$ cat src/rtl/ika2151_pkg.sv
// ika2151_pkg: shared widths and helpers for the IKA2151 timer slice.
//   TMRA_W      : Timer A counter / reload width
//   TMRB_W      : Timer B counter / reload width
//   PRESCALE_W  : Timer B frame-tick prescaler width
package ika2151_pkg;

    localparam int TMRA_W     = 10;
    localparam int TMRB_W     = 8;
    localparam int PRESCALE_W = 4;

    localparam logic [PRESCALE_W-1:0] PRESCALE_LAST = 4'd15;

    // True on the last prescaler state, where Timer B is allowed to advance.
    function automatic logic prescale_wrap(input logic [PRESCALE_W-1:0] p);
        return (p == PRESCALE_LAST);
    endfunction

endpackage

$ cat src/rtl/ika2151_timer_cntr.sv
// ika2151_timer_cntr: reloadable up-counter shared by Timer A and Timer B.
//   i_EMUCLK  : master clock
//   i_MRST_n  : asynchronous active-low reset
//   tick      : frame tick (already qualified by the phi1 enable)
//   step      : counting permitted on this tick (subset of tick)
//   load      : run level; its rising edge (sampled on ticks) reloads
//   value     : reload value
//   count     : current count (registered)
//   overflow  : combinational, high on the tick the counter wraps past max
module ika2151_timer_cntr #(
    parameter int W = 8
) (
    input  logic         i_EMUCLK,
    input  logic         i_MRST_n,
    input  logic         tick,
    input  logic         step,
    input  logic         load,
    input  logic [W-1:0] value,
    output logic [W-1:0] count,
    output logic         overflow
);

    localparam logic [W-1:0] CNT_MAX = {W{1'b1}};
    localparam logic [W-1:0] CNT_ONE = {{(W-1){1'b0}}, 1'b1};

    logic [W-1:0] cnt_r;
    logic [W-1:0] cnt_nxt_s;
    logic         load_prev_r;
    logic         ovfl_s;

    // Next count: a load edge beats everything and never overflows; the
    // edge is seen on any tick, while counting waits for a step.
    always_comb begin
        cnt_nxt_s = cnt_r;
        ovfl_s    = 1'b0;
        if (tick) begin
            if (load && !load_prev_r) begin
                cnt_nxt_s = value;
            end else if (step && load && (cnt_r == CNT_MAX)) begin
                cnt_nxt_s = value;
                ovfl_s    = 1'b1;
            end else if (step && load) begin
                cnt_nxt_s = cnt_r + CNT_ONE;
            end else begin
                cnt_nxt_s = cnt_r;
            end
        end else begin
            cnt_nxt_s = cnt_r;
        end
    end

    // Count and load-edge history advance on frame ticks only.
    always_ff @(posedge i_EMUCLK or negedge i_MRST_n) begin
        if (!i_MRST_n) begin
            cnt_r       <= {W{1'b0}};
            load_prev_r <= 1'b0;
        end else if (tick) begin
            cnt_r       <= cnt_nxt_s;
            load_prev_r <= load;
        end else begin
            cnt_r       <= cnt_r;
            load_prev_r <= load_prev_r;
        end
    end

    assign count    = cnt_r;
    assign overflow = ovfl_s;

endmodule

$ cat src/rtl/ika2151_timer.sv
// ika2151_timer: YM2151 Timer A / Timer B with flags and IRQ.
//   i_EMUCLK, i_MRST_n       : clock, asynchronous active-low reset
//   i_phi1_NCEN_n            : active-low edge enable gating all state
//   i_CYCLE_31               : frame tick strobe from the timing generator
//   i_TMRA_VALUE/i_TMRB_VALUE: reload values
//   i_LOAD_A/i_LOAD_B        : run levels
//   i_IRQEN_A/i_IRQEN_B      : flag-set enables
//   i_FRST_A/i_FRST_B        : flag-clear requests
//   o_TMRA_FLAG/o_TMRB_FLAG  : overflow flags
//   o_IRQ_n                  : active-low interrupt, NOR of the flags
//   o_TMRA_OVFL              : one-interval Timer A overflow pulse
module ika2151_timer
    import ika2151_pkg::*;
(
    input  logic              i_EMUCLK,
    input  logic              i_MRST_n,
    input  logic              i_phi1_NCEN_n,
    input  logic              i_CYCLE_31,
    input  logic [TMRA_W-1:0] i_TMRA_VALUE,
    input  logic [TMRB_W-1:0] i_TMRB_VALUE,
    input  logic              i_LOAD_A,
    input  logic              i_LOAD_B,
    input  logic              i_IRQEN_A,
    input  logic              i_IRQEN_B,
    input  logic              i_FRST_A,
    input  logic              i_FRST_B,
    output logic              o_TMRA_FLAG,
    output logic              o_TMRB_FLAG,
    output logic              o_IRQ_n,
    output logic              o_TMRA_OVFL
);

    logic                  cen_s;
    logic                  tick_s;
    logic                  bstep_s;
    logic [PRESCALE_W-1:0] presc_r;
    logic [TMRA_W-1:0]     cnt_a_s;
    logic [TMRB_W-1:0]     cnt_b_s;
    logic                  ovfl_a_s;
    logic                  ovfl_b_s;
    logic                  flag_a_r;
    logic                  flag_b_r;
    logic                  flag_a_nxt_s;
    logic                  flag_b_nxt_s;
    logic                  ovfl_out_r;
    logic                  unused_cnt_s;

    assign cen_s   = ~i_phi1_NCEN_n;
    assign tick_s  = cen_s & i_CYCLE_31;
    assign bstep_s = tick_s & prescale_wrap(presc_r);

    // Free-running frame prescaler that paces Timer B.
    always_ff @(posedge i_EMUCLK or negedge i_MRST_n) begin
        if (!i_MRST_n) begin
            presc_r <= {PRESCALE_W{1'b0}};
        end else if (tick_s) begin
            presc_r <= presc_r + {{(PRESCALE_W-1){1'b0}}, 1'b1};
        end else begin
            presc_r <= presc_r;
        end
    end

    ika2151_timer_cntr #(.W(TMRA_W)) u_cntr_a (
        .i_EMUCLK (i_EMUCLK),
        .i_MRST_n (i_MRST_n),
        .tick     (tick_s),
        .step     (tick_s),
        .load     (i_LOAD_A),
        .value    (i_TMRA_VALUE),
        .count    (cnt_a_s),
        .overflow (ovfl_a_s)
    );

    ika2151_timer_cntr #(.W(TMRB_W)) u_cntr_b (
        .i_EMUCLK (i_EMUCLK),
        .i_MRST_n (i_MRST_n),
        .tick     (tick_s),
        .step     (bstep_s),
        .load     (i_LOAD_B),
        .value    (i_TMRB_VALUE),
        .count    (cnt_b_s),
        .overflow (ovfl_b_s)
    );

    // Counts are only observation points here; fold them so nothing dangles.
    assign unused_cnt_s = ^{cnt_a_s, cnt_b_s};

    // Flag next state: a set on the same edge as a clear wins.
    always_comb begin
        flag_a_nxt_s = flag_a_r;
        flag_b_nxt_s = flag_b_r;
        if (ovfl_a_s && i_IRQEN_A) begin
            flag_a_nxt_s = 1'b1;
        end else if (i_FRST_A) begin
            flag_a_nxt_s = 1'b0;
        end else begin
            flag_a_nxt_s = flag_a_r;
        end
        if (ovfl_b_s && i_IRQEN_B) begin
            flag_b_nxt_s = 1'b1;
        end else if (i_FRST_B) begin
            flag_b_nxt_s = 1'b0;
        end else begin
            flag_b_nxt_s = flag_b_r;
        end
    end

    // Flags and the overflow pulse update on every enabled edge, so the
    // pulse drops at the first enabled edge after the overflow.
    always_ff @(posedge i_EMUCLK or negedge i_MRST_n) begin
        if (!i_MRST_n) begin
            flag_a_r   <= 1'b0;
            flag_b_r   <= 1'b0;
            ovfl_out_r <= 1'b0;
        end else if (cen_s) begin
            flag_a_r   <= flag_a_nxt_s;
            flag_b_r   <= flag_b_nxt_s;
            ovfl_out_r <= ovfl_a_s;
        end else begin
            flag_a_r   <= flag_a_r;
            flag_b_r   <= flag_b_r;
            ovfl_out_r <= ovfl_out_r;
        end
    end

    assign o_TMRA_FLAG = flag_a_r;
    assign o_TMRB_FLAG = flag_b_r;
    assign o_TMRA_OVFL = ovfl_out_r;
    assign o_IRQ_n     = ~(flag_a_r | flag_b_r);

endmodule

$ cat config.mk
export PLATFORM = sky130hd
export DESIGN_NAME = ika2151_timer
export DESIGN_NICKNAME = d
export VERILOG_FILES = /design/src/rtl/ika2151_pkg.sv /design/src/rtl/ika2151_timer_cntr.sv /design/src/rtl/ika2151_timer.sv
export SDC_FILE = /design/constraint.sdc
export NUM_CORES = 1
export LEC_CHECK = 0
export ABC_CLOCK_PERIOD_IN_PS = 2000
export CAP_MARGIN = 25
export CORE_UTILIZATION = 30
export DETAILED_ROUTE_END_ITERATION = 12
export SETUP_SLACK_MARGIN = 0.15
export SYNTH_ARGS = -nofsm -noshare
export SYNTH_HDL_FRONTEND = slang
export SYNTH_SLANG_ARGS = --single-unit
$ cat constraint.sdc
create_clock -name i_EMUCLK -period 2 [get_ports i_EMUCLK]
set_input_delay 0.4 -clock i_EMUCLK [delete_from_list [all_inputs] [get_ports i_EMUCLK]]
set_output_delay 0.4 -clock i_EMUCLK [all_outputs]
set_load 0.03 [all_outputs]
After elaboration in Yosys (flattened, before gate mapping)
Cells that the tools add are included.
- register bits after elaboration: 27
- input bits: 28
- output and inout bits: 4
- logic and storage cells: 53
- add/subtract/negate cells: 3
- equality and inequality tests: 3
- muxes and demuxes: 16
- bitwise operators: 5
- reduce and logical (&&, ||, !) cells: 18
- operators with widths (kind ; number):
    $mux 10 ; 3
    $mux 8 ; 3
    $add 10x1->10 const B ; 1
    $eq 10x10->1 const B ; 1
    $mux 1 ; 10
    $add 8x1->8 const B ; 1
    $eq 8x8->1 const B ; 1
    $logic_and 1x1->1 ; 8
    $reduce_and 2->1 ; 4
    $reduce_bool 3->1 ; 2
    $add 4x1->4 const B ; 1
    $eq 4x4->1 const B ; 1
    $reduce_bool 2->1 ; 2
    $and 1x1->1 ; 2
    $logic_not 1->1 ; 2
    $not 1->1 ; 2
    $or 1x1->1 ; 1

Logic depth before layout (Yosys ltp)
Gate-level depths: netlist (run 1).
- depth after elaboration: 11
- depth in mapped cells: 7
- depth with buffers taken out: 6

Cells and area by module
A second synthesis (run 1) with hierarchy kept.
- cell total of the unflattened synthesis: 178
- area, all modules: 1680.4 um^2
- modules (own cells, without submodules) (module ; instances ; cells each ; area each (um^2) ; seq. area each (um^2)):
    ika2151_timer_cntr at u_cntr_a ; 1 ; 82 ; 742.0 ; 275.3
    ika2151_timer_cntr at u_cntr_b ; 1 ; 69 ; 619.3 ; 225.2
    ika2151_timer ; 1 ; 27 ; 319.1 ; 175.2

Worst setup path after synthesis (run 1)
OpenSTA, ideal clock, no wires.
- path kind: flip-flop to flip-flop
- start: reg presc_r[0]
- end: reg u_cntr_b.cnt_r[4] (netlist: u_cntr_b.count[4])
- setup time: 0.138 ns
- arrival time: 1.495 ns
- required time: 1.862 ns
- path slack: 0.368 ns
- stages on the path, launching flop included: 8
- path buffers: 1
- period minus slack after synthesis: 1.632 ns
- cells stage by stage: dfrtp_1 -> ha_1 -> nand4_1 -> nor3_4 -> a21oi_1 -> buf_6 -> mux2i_1 -> a21oi_1
- word-level cells in the longest chain between the ends: 6
- elaborated cells on any way between the ends: 8
- those cells by class: eq/ne (1); mux (2); bitwise (1); reduce/logical (4)
- ends and longest elaborated chain (what ; RTL line ; text):
    start: declaration ; ika2151_timer.sv:36 ; logic [PRESCALE_W-1:0] presc_r;
    start signal: assignment ; ika2151_timer.sv:55 ; presc_r <= {PRESCALE_W{1'b0}};
    start signal: assignment ; ika2151_timer.sv:57 ; presc_r <= presc_r + {{(PRESCALE_W-1){1'b0}}, 1'b1};
    start signal: assignment ; ika2151_timer.sv:59 ; presc_r <= presc_r;
    $eq 4x4->1 * ; ika2151_pkg.sv:15 ; return (p == PRESCALE_LAST);
    $and 1x1->1 * ; ika2151_timer.sv:50 ; assign bstep_s = tick_s & prescale_wrap(presc_r);
    $logic_and 1x1->1 * ; ika2151_timer_cntr.sv:39, ika2151_timer_cntr.sv:42 ;
    $logic_and 1x1->1 ; ika2151_timer_cntr.sv:39 ; end else if (step && load && (cnt_r == CNT_MAX)) begin
    $reduce_bool 3->1 (no source line) or $mux 8 (tied branches) ; - ;
    $reduce_and 2->1 (no source line) or $mux 8 (tied branches) ; - ;
    end signal: assignment ; ika2151_timer_cntr.sv:55 ; cnt_r <= {W{1'b0}};
    end signal: assignment ; ika2151_timer_cntr.sv:58 ; cnt_r <= cnt_nxt_s;
    end signal: assignment ; ika2151_timer_cntr.sv:61 ; cnt_r <= cnt_r;
    end: declaration ; ika2151_timer_cntr.sv:26 ; logic [W-1:0] cnt_r;
Every way passes the cells marked *; elsewhere a longest branch is shown, timed or not.
A chain may end at the register's enable or synchronous reset.

Worst setup path in the final report (run 1)
- start: in i_LOAD_B
- end: reg u_cntr_b.cnt_r[3] (netlist: u_cntr_b.count[3])
- word-level cells in the longest chain between the ends: 4
- elaborated cells on any way between the ends: 7
- those cells by class: mux (2); reduce/logical (5)
- ends and longest elaborated chain (what ; RTL line ; text):
    start: declaration ; ika2151_timer.sv:22 ; input logic i_LOAD_B,
    $logic_and 1x1->1 ; ika2151_timer_cntr.sv:39, ika2151_timer_cntr.sv:42 ;
    $logic_and 1x1->1 ; ika2151_timer_cntr.sv:39 ;
    $reduce_bool 3->1 (no source line) or $mux 8 (tied branches) ; - ;
    $reduce_and 2->1 (no source line) or $mux 8 (tied branches) ; - ;
Several ways; a longest one is shown, not always the timed one.

==> impl_results.md, run 1 <==
* GP Congestion at 0.868
* Setup WS post-layout at 0.276 ns
* GRT Max-Usage Layer: met2
* Global routing usage on met3 at 2.16%
* # IOs at 32
* Die Wd at 76.1 um
* Design Area, Final at 2170 um^2
* Routed wire per std cell at 12.7 um
* Vias in the first global route at roughly 1400
* Worst r2r dst: u_cntr_a.count[2]$_DFFE_PN0P_
* Clk_lat worst skew at 0.28 ns
* Post-synthesis sequential area ratio at around 40%
* Starting density of the core at 31.6%
* CTS Hold Bufs at 0
* PortBufs at 31
* WL final at 3800 um
* Worst R2R Path Depth at 6
* Worst Tran Pin Value at 0.394 ns
* Maximum VDD drop at around 0.34 mV
* Fraction of layout instances using a drive strength above 1 at 13.9%
* Mapped Nets at 215
* Post-route ant nets at 0
* Final core utilization at 41.7%
* Top post-synthesis cells by count: 33 x nand2_1, 27 x dfrtp_1, 12 x a21oi_1, 12 x nor2_1, 12 x o21ai_0
* Hold slack at 0.487 ns
* Met2 usage at 20.4%
* Vias/cell at 4.96
* HPWL Detailed at 2880 um
* Num CTS Buffers at 3
* Area contributors post-synth: dfrtp_1 41%, nand2_1 7.5%, mux2i_1 6.7%
* Worst R2R Setup Slack at 0.28 ns
* DP Cell Count at 294
* RSZ-0062 raised after global routing: no
* Largest net degree at the start of global routing at 28
* Final setup fails at 0
* Core Box Area at between 5000 and 6000 um^2
* Clock sinks at 27
* CP dominant cell by count: a21oi_1
* Drt first pass iters at 4
* Setup CP Type: primary input to flop
* CP endpoint kind: flop
* Reg area at 677 um^2
* Slew Viols, Final at 0
* WP data required at 2.21 ns
* GRT Util Overall at around 14%
* Initial antenna violation count at 0
* Top_reg_cell synth: dfrtp_1
* Async set-or-reset flop fraction in the synthesized netlist at between 90% and 100%
* Synth Cell Area at 1650 um^2
* Met1 GRT Util at 20.3%
* Layout Nets at 262
* Reg-to-Reg Start: u_cntr_a.count[1]$_DFFE_PN0P_
* TritonCTS clock tree: done
* Area of the multi-input gates at 905 um^2
* Max Buffers Root-to-Sink at 2
* P per Cell Area at 842 nW/um^2
* Worst EP arrival at 1.93 ns
* Final std cells w/o fill at 300
* Final Skew at 0.00230 ns
* CTS root buf: clkbuf_8
* FMAX at 580 MHz
* Synth area leader: dfrtp_1
* Minimum clock period after layout at 1.72 ns
* Row cnt at 26
* Leakage at ~0.9 nW
* Crit path largest cell delay at roughly 0.5 ns
* Synth warn at 0
* Total congestion overflow at 0
* CP startpoint kind: primary input
* Die Ht at 76.1 um
* DR iter-0 viols at between 90 and 100
* First-pass GRT wire length at 6500 um
* Post-synthesis register bit count at 27
* Worst-path fanout max at 11
* Final hold violation count at 0
* Die area at 5780 um^2
* Worst hold path type: primary input to asynchronous set/reset pin
* Filler instances at approximately 530
* Syn Inst Count at about 180
* Crit-path cells: clkdlybuf4s50_1 > nand4_1 > nor3_4 > a21oi_1 > buf_4 > a21oi_1 > a2bb2oi_1
* Worst slack at placement at -0.0545 ns
* Outcome: finished, final reports clean
* Mean area per synthesized cell at 8.94 um^2
* Number of synthesized flops with an enable pin at 0
* Period utilization at 86.2%
* Post-synthesis cell type count at 34
* Antenna diode count at 0
* Critical Path Slowest Stage Cell: clkdlybuf4s50_1
* Yosys top cell area share at 41.1%
* Max cap viols at 0
* Max H-tree Level at 1
* Vias after detailed routing at around 1500
* Clock transition at path regs at approximately 0.1 ns
* Most numerous cell in the Yosys netlist: nand2_1
* Area Overhead vs Synth at 31.9%
* DRC Markers at 0
* Dpl cell area at 2090 um^2
* Relative slew slack at 73.6%
-- cells in the final DEF, fill, tap and decap left out, drive strengths merged, types with 2 or more instances in the layout --
cell type / instances
nor3: 3
or3: 2
and3: 2
ha: 3
nand4: 9
xnor2: 3
nor2: 12
nor2b: 3
nor4: 2
a2bb2oi: 4
and4: 2
nand2b: 3
clkdlybuf4s50: 30
buf: 16
o21ai: 16
a31oi: 4
a22oi: 2
nand2: 33
nand3: 11
mux2i: 11
clkbuf: 4
o211ai: 4
inv: 7
a21oi: 13
dfrtp: 27
-- timing repair --
action	in CTS	in global routing
hold endpoints to repair	0	0
resized for setup	1	6
endpoints found under the setup margin	3	13
buffers inserted	0	1
pin swaps	1	2
gates cloned	1	0
-- registers in the layout (all words and copies together) (netlist names) --
register	count
o_TMRA_FLAG	1
u_cntr_a.count	10
o_TMRB_FLAG	1
u_cntr_a.load_prev_r	1
o_TMRA_OVFL	1
presc_r	4
u_cntr_b.load_prev_r	1
u_cntr_b.count	8
-- cells by family (layout without fill, tap and decap cells) --
logic type	count (synthesis)	count (layout)	share of synthesized area, %
XOR/XNOR	3	3	1.60
adder cells (fa/ha/maj)	3	3	2.28
multiplexers	11	11	6.69
buffers and inverters	13	58	5.63
AO/OA/AOI/OAI	42	43	15.8
flip-flops	27	27	41.1
AND/OR/NAND/NOR	85	85	26.9
-- power by group --
group	switching (mW)	total, mW	internal (mW)
Clock	0.183	0.326	0.143
Combinational	0.263	0.550	0.287
Sequential	0.221	0.952	0.731
Total	0.666	1.83	1.16
-- worst max-delay path, delay by kind of cell --
family,cells,cell delay (ns)
buffers and inverters,2,0.70
AOI/OAI and AO/OA,3,0.42
and+or+nand+nor,2,0.41
-- worst max-delay path by stage --
| stage | depth (start not counted) | end | startpoint |
|---|---|---|---|
| floorplan | 7 | u_cntr_b.count[4]$_DFFE_PN0P_ | presc_r[0]$_DFFE_PN0N_ |
| global placement | 6 | u_cntr_a.count[3]$_DFFE_PN0P_ | i_CYCLE_31 |
| detailed placement | 6 | u_cntr_a.count[2]$_DFFE_PN0P_ | i_CYCLE_31 |
| CTS | 6 | u_cntr_a.count[2]$_DFFE_PN0P_ | u_cntr_a.count[0]$_DFFE_PN0P_ |
| global route | 6 | u_cntr_a.count[9]$_DFFE_PN0P_ | u_cntr_a.count[1]$_DFFE_PN0P_ |
| finish | 7 | u_cntr_b.count[3]$_DFFE_PN0P_ | i_LOAD_B |
-- metal layers --
metal,share of wire (%),vias to the layer above
met5,0,-
met4,2.1,0
met3,3.7,5
met2,41,30
met1,53,693
li1,-,760
-- layout make-up --
class / instances / share of cell area (%)
clock buffer: 4 / 2.08
inverter: 7 / 1.21
multi-input combinational: 145 / 41.7
sequential: 27 / 31.2
tap: 70 / 4.04
timing repair buffer: 47 / 19.8
-- stage by stage --
step,power [mW],TNS (ns)
finish,1.83,0
global route,1.97,0
CTS,1.82,0
detailed placement,1.50,-0.299
global placement,1.48,-0.0998
floorplan,1.30,0
No activity file was read; power rests on OpenSTA's default activity.
==> inputs of run 2 (changes only) <==
--- a/config.mk
+++ b/config.mk
@@ -9,6 +9,8 @@
 export CAP_MARGIN = 25
 export CORE_UTILIZATION = 30
 export DETAILED_ROUTE_END_ITERATION = 12
+export DONT_BUFFER_PORTS = 1
+export PLACE_DENSITY = 0.41
 export SETUP_SLACK_MARGIN = 0.15
 export SYNTH_ARGS = -nofsm -noshare
 export SYNTH_HDL_FRONTEND = slang
==> impl_results.md, run 2 (synthesis gave the netlist of run 1 again) <==
* First-pass GRT wire length at about 6600 um
* Worst Tran Pin Value at ~0.53 ns
* Relative slew slack at 64.2%
* GP Congestion at 0.764
* Crit path largest cell delay at about 0.44 ns
* DR iter-0 viols at 89
* Tot Pwr at 1.90 mW
* Setup WS post-layout at 0.244 ns
* Initial antenna violation count at 0
* Setup CP Type: flop to flop
* Maximum VDD drop at a little under 0.4 mV
* Total congestion overflow at 0
* Most frequent cells in the layout: 33 x nand2_1, 27 x dfrtp_1, 18 x buf_4, 12 x nor2_1, 12 x o21ai_0
* Most common cell after layout, fill and taps aside: nand2_1
* FMAX at 569 MHz
* Worst hold path type: primary input to flop
* Minimum clock period after layout at 1.76 ns
* Clk_lat worst skew at 0.28 ns
* DRC Markers at 0
* Vias in the first global route at 1346
* Die area at 5780 um^2
* Drt first pass iters at 5
* CTS root buf: clkbuf_8
* HPWL Detailed at 2930 um
* Row cnt at 26
* WL final at 3980 um
* Leakage at 0.814 nW
* Antenna diode count at 0
* Area Overhead vs Synth at 17.0%
* Worst slack at placement at -0.117 ns
* Dpl cell area at 1790 um^2
* Worst-path fanout max at 9
* Max H-tree Level at 1
* Core Box Area at approximately 5200 um^2
* CP endpoint kind: flop
* Die Wd at roughly 76 um
* Critical Path Slowest Stage Cell: dfrtp_1
* Vias/cell at 5.14
* Largest net degree at the start of global routing at 28
* Outcome: finished, final reports clean
* Final setup fails at 0
* Final Skew at 0.00228 ns
* Routed wire per std cell at 14.6 um
* Final core utilization at 37.0%
* GRT Util Overall at roughly 14%
* Starting density of the core at 31.6%
* Layout Nets at between 200 and 250
* Max reg flops at 10
* Post-route ant nets at 0
* Reg area at around 680 um^2
* Crit-path cells: ha_4 > and4_4 > nand4_4 > o21ai_4 > buf_12 > or3_2 > nand3_1
* TritonCTS clock tree: done
* Die Ht at around 76 um
* Clock transition at path regs at approximately 0.10 ns
* Num CTS Buffers at 3
* RSZ-0062 raised after global routing: yes
* PortBufs at 0
* Filler instances at 531
* Area of the multi-input gates at 905 um^2
* P per Cell Area at about 990 nW/um^2
* Vias after detailed routing at 1403
* Final hold violation count at 0
* Design Area, Final at 1920 um^2
* # IOs at 32
* WP data required at 2.22 ns
* Period utilization at 87.8%
* Clock sinks at 27
* Fraction of layout instances using a drive strength above 1 at 16.7%
* Max cap viols at 0
* Worst EP arrival at 1.98 ns
* Max Buffers Root-to-Sink at 2
* CP startpoint kind: flop
* Slew Viols, Final at 0
## run 2: cell count changes in the layout (fill, tap and decap cells not counted), moves of 2 or more
cell	before	now
buf_4	16	18
clkdlybuf4s50_1	30	0
o21ai_2	2	0
buf_12	0	2
## run 2: per-stage QoR
| step | TNS (ns) | hold WS [ns] | std cells |
|---|---|---|---|
| after floorplan | 0 | 0.104 | 184 |
| after global placement | -0.270 | 0.106 | 264 |
| after detailed placement | -0.503 | 0.106 | 264 |
| after CTS | 0 | 0.216 | 271 |
| after global routing | 0 | 0.223 | 273 |
| final | 0 | 0.223 | 273 |
## run 2: repair_timing
item	in CTS	in global routing
gates resized for setup	1	4
endpoints found under the hold margin	27	0
setup buffers	1	2
setup endpoints to repair	11	12
pin swaps	1	2
hold buffers	2	0
## run 2: area by class of cell
type | instances | share of cell area (%)
flip-flops and latches | 27 | 35.1
repair buffers | 21 | 9.62
inverters | 7 | 1.37
multi-input cells | 144 | 47.0
well taps | 70 | 4.55
clock buffers | 4 | 2.34
## run 2: final timing paths
kind                                             startpoint                                to  slack, ns  cells after the start
setup / recovery              u_cntr_a.count[0]$_DFFE_PN0P_     u_cntr_a.count[0]$_DFFE_PN0P_       0.24                      7
hold / removal                                     i_LOAD_B  u_cntr_b.load_prev_r$_DFFE_PN0N_       0.22                      2
setup reg to reg              u_cntr_a.count[0]$_DFFE_PN0P_     u_cntr_a.count[0]$_DFFE_PN0P_       0.24                      7
hold reg to reg            u_cntr_b.load_prev_r$_DFFE_PN0N_  u_cntr_b.load_prev_r$_DFFE_PN0N_       0.51                      2
max in group asynchronous                          i_MRST_n     u_cntr_a.count[5]$_DFFE_PN0P_       1.29                      2
min in group asynchronous                          i_MRST_n           o_TMRA_FLAG$_DFFE_PN0P_       0.55                      2
## run 2: layer usage
layer,vias up,global-route usage (%),wire [um]
li1,705,-,-
met1,657,21.7,2050
met2,36,20.2,1680
met3,5,2.63,197
met4,0,5.38,55
met5,-,0,0
## run 2: power by group
part | total, mW | internal (mW) | switching (mW) | leakage (nW)
Combinational | 0.667 | 0.344 | 0.323 | 0.466
Sequential | 0.910 | 0.730 | 0.180 | 0.325
Clock | 0.325 | 0.143 | 0.181 | 0.0228
## run 2: critical path: cells and delay by family (launching register included)
| kind | cells | cell delay, ns |
|---|---|---|
| buffers and inverters | 1 | 0.16 |
| AO/OA/AOI/OAI | 1 | 0.07 |
| adder cells (fa/ha/maj) | 1 | 0.19 |
| flip-flops | 1 | 0.44 |
| AND/OR/NAND/NOR | 4 | 0.84 |
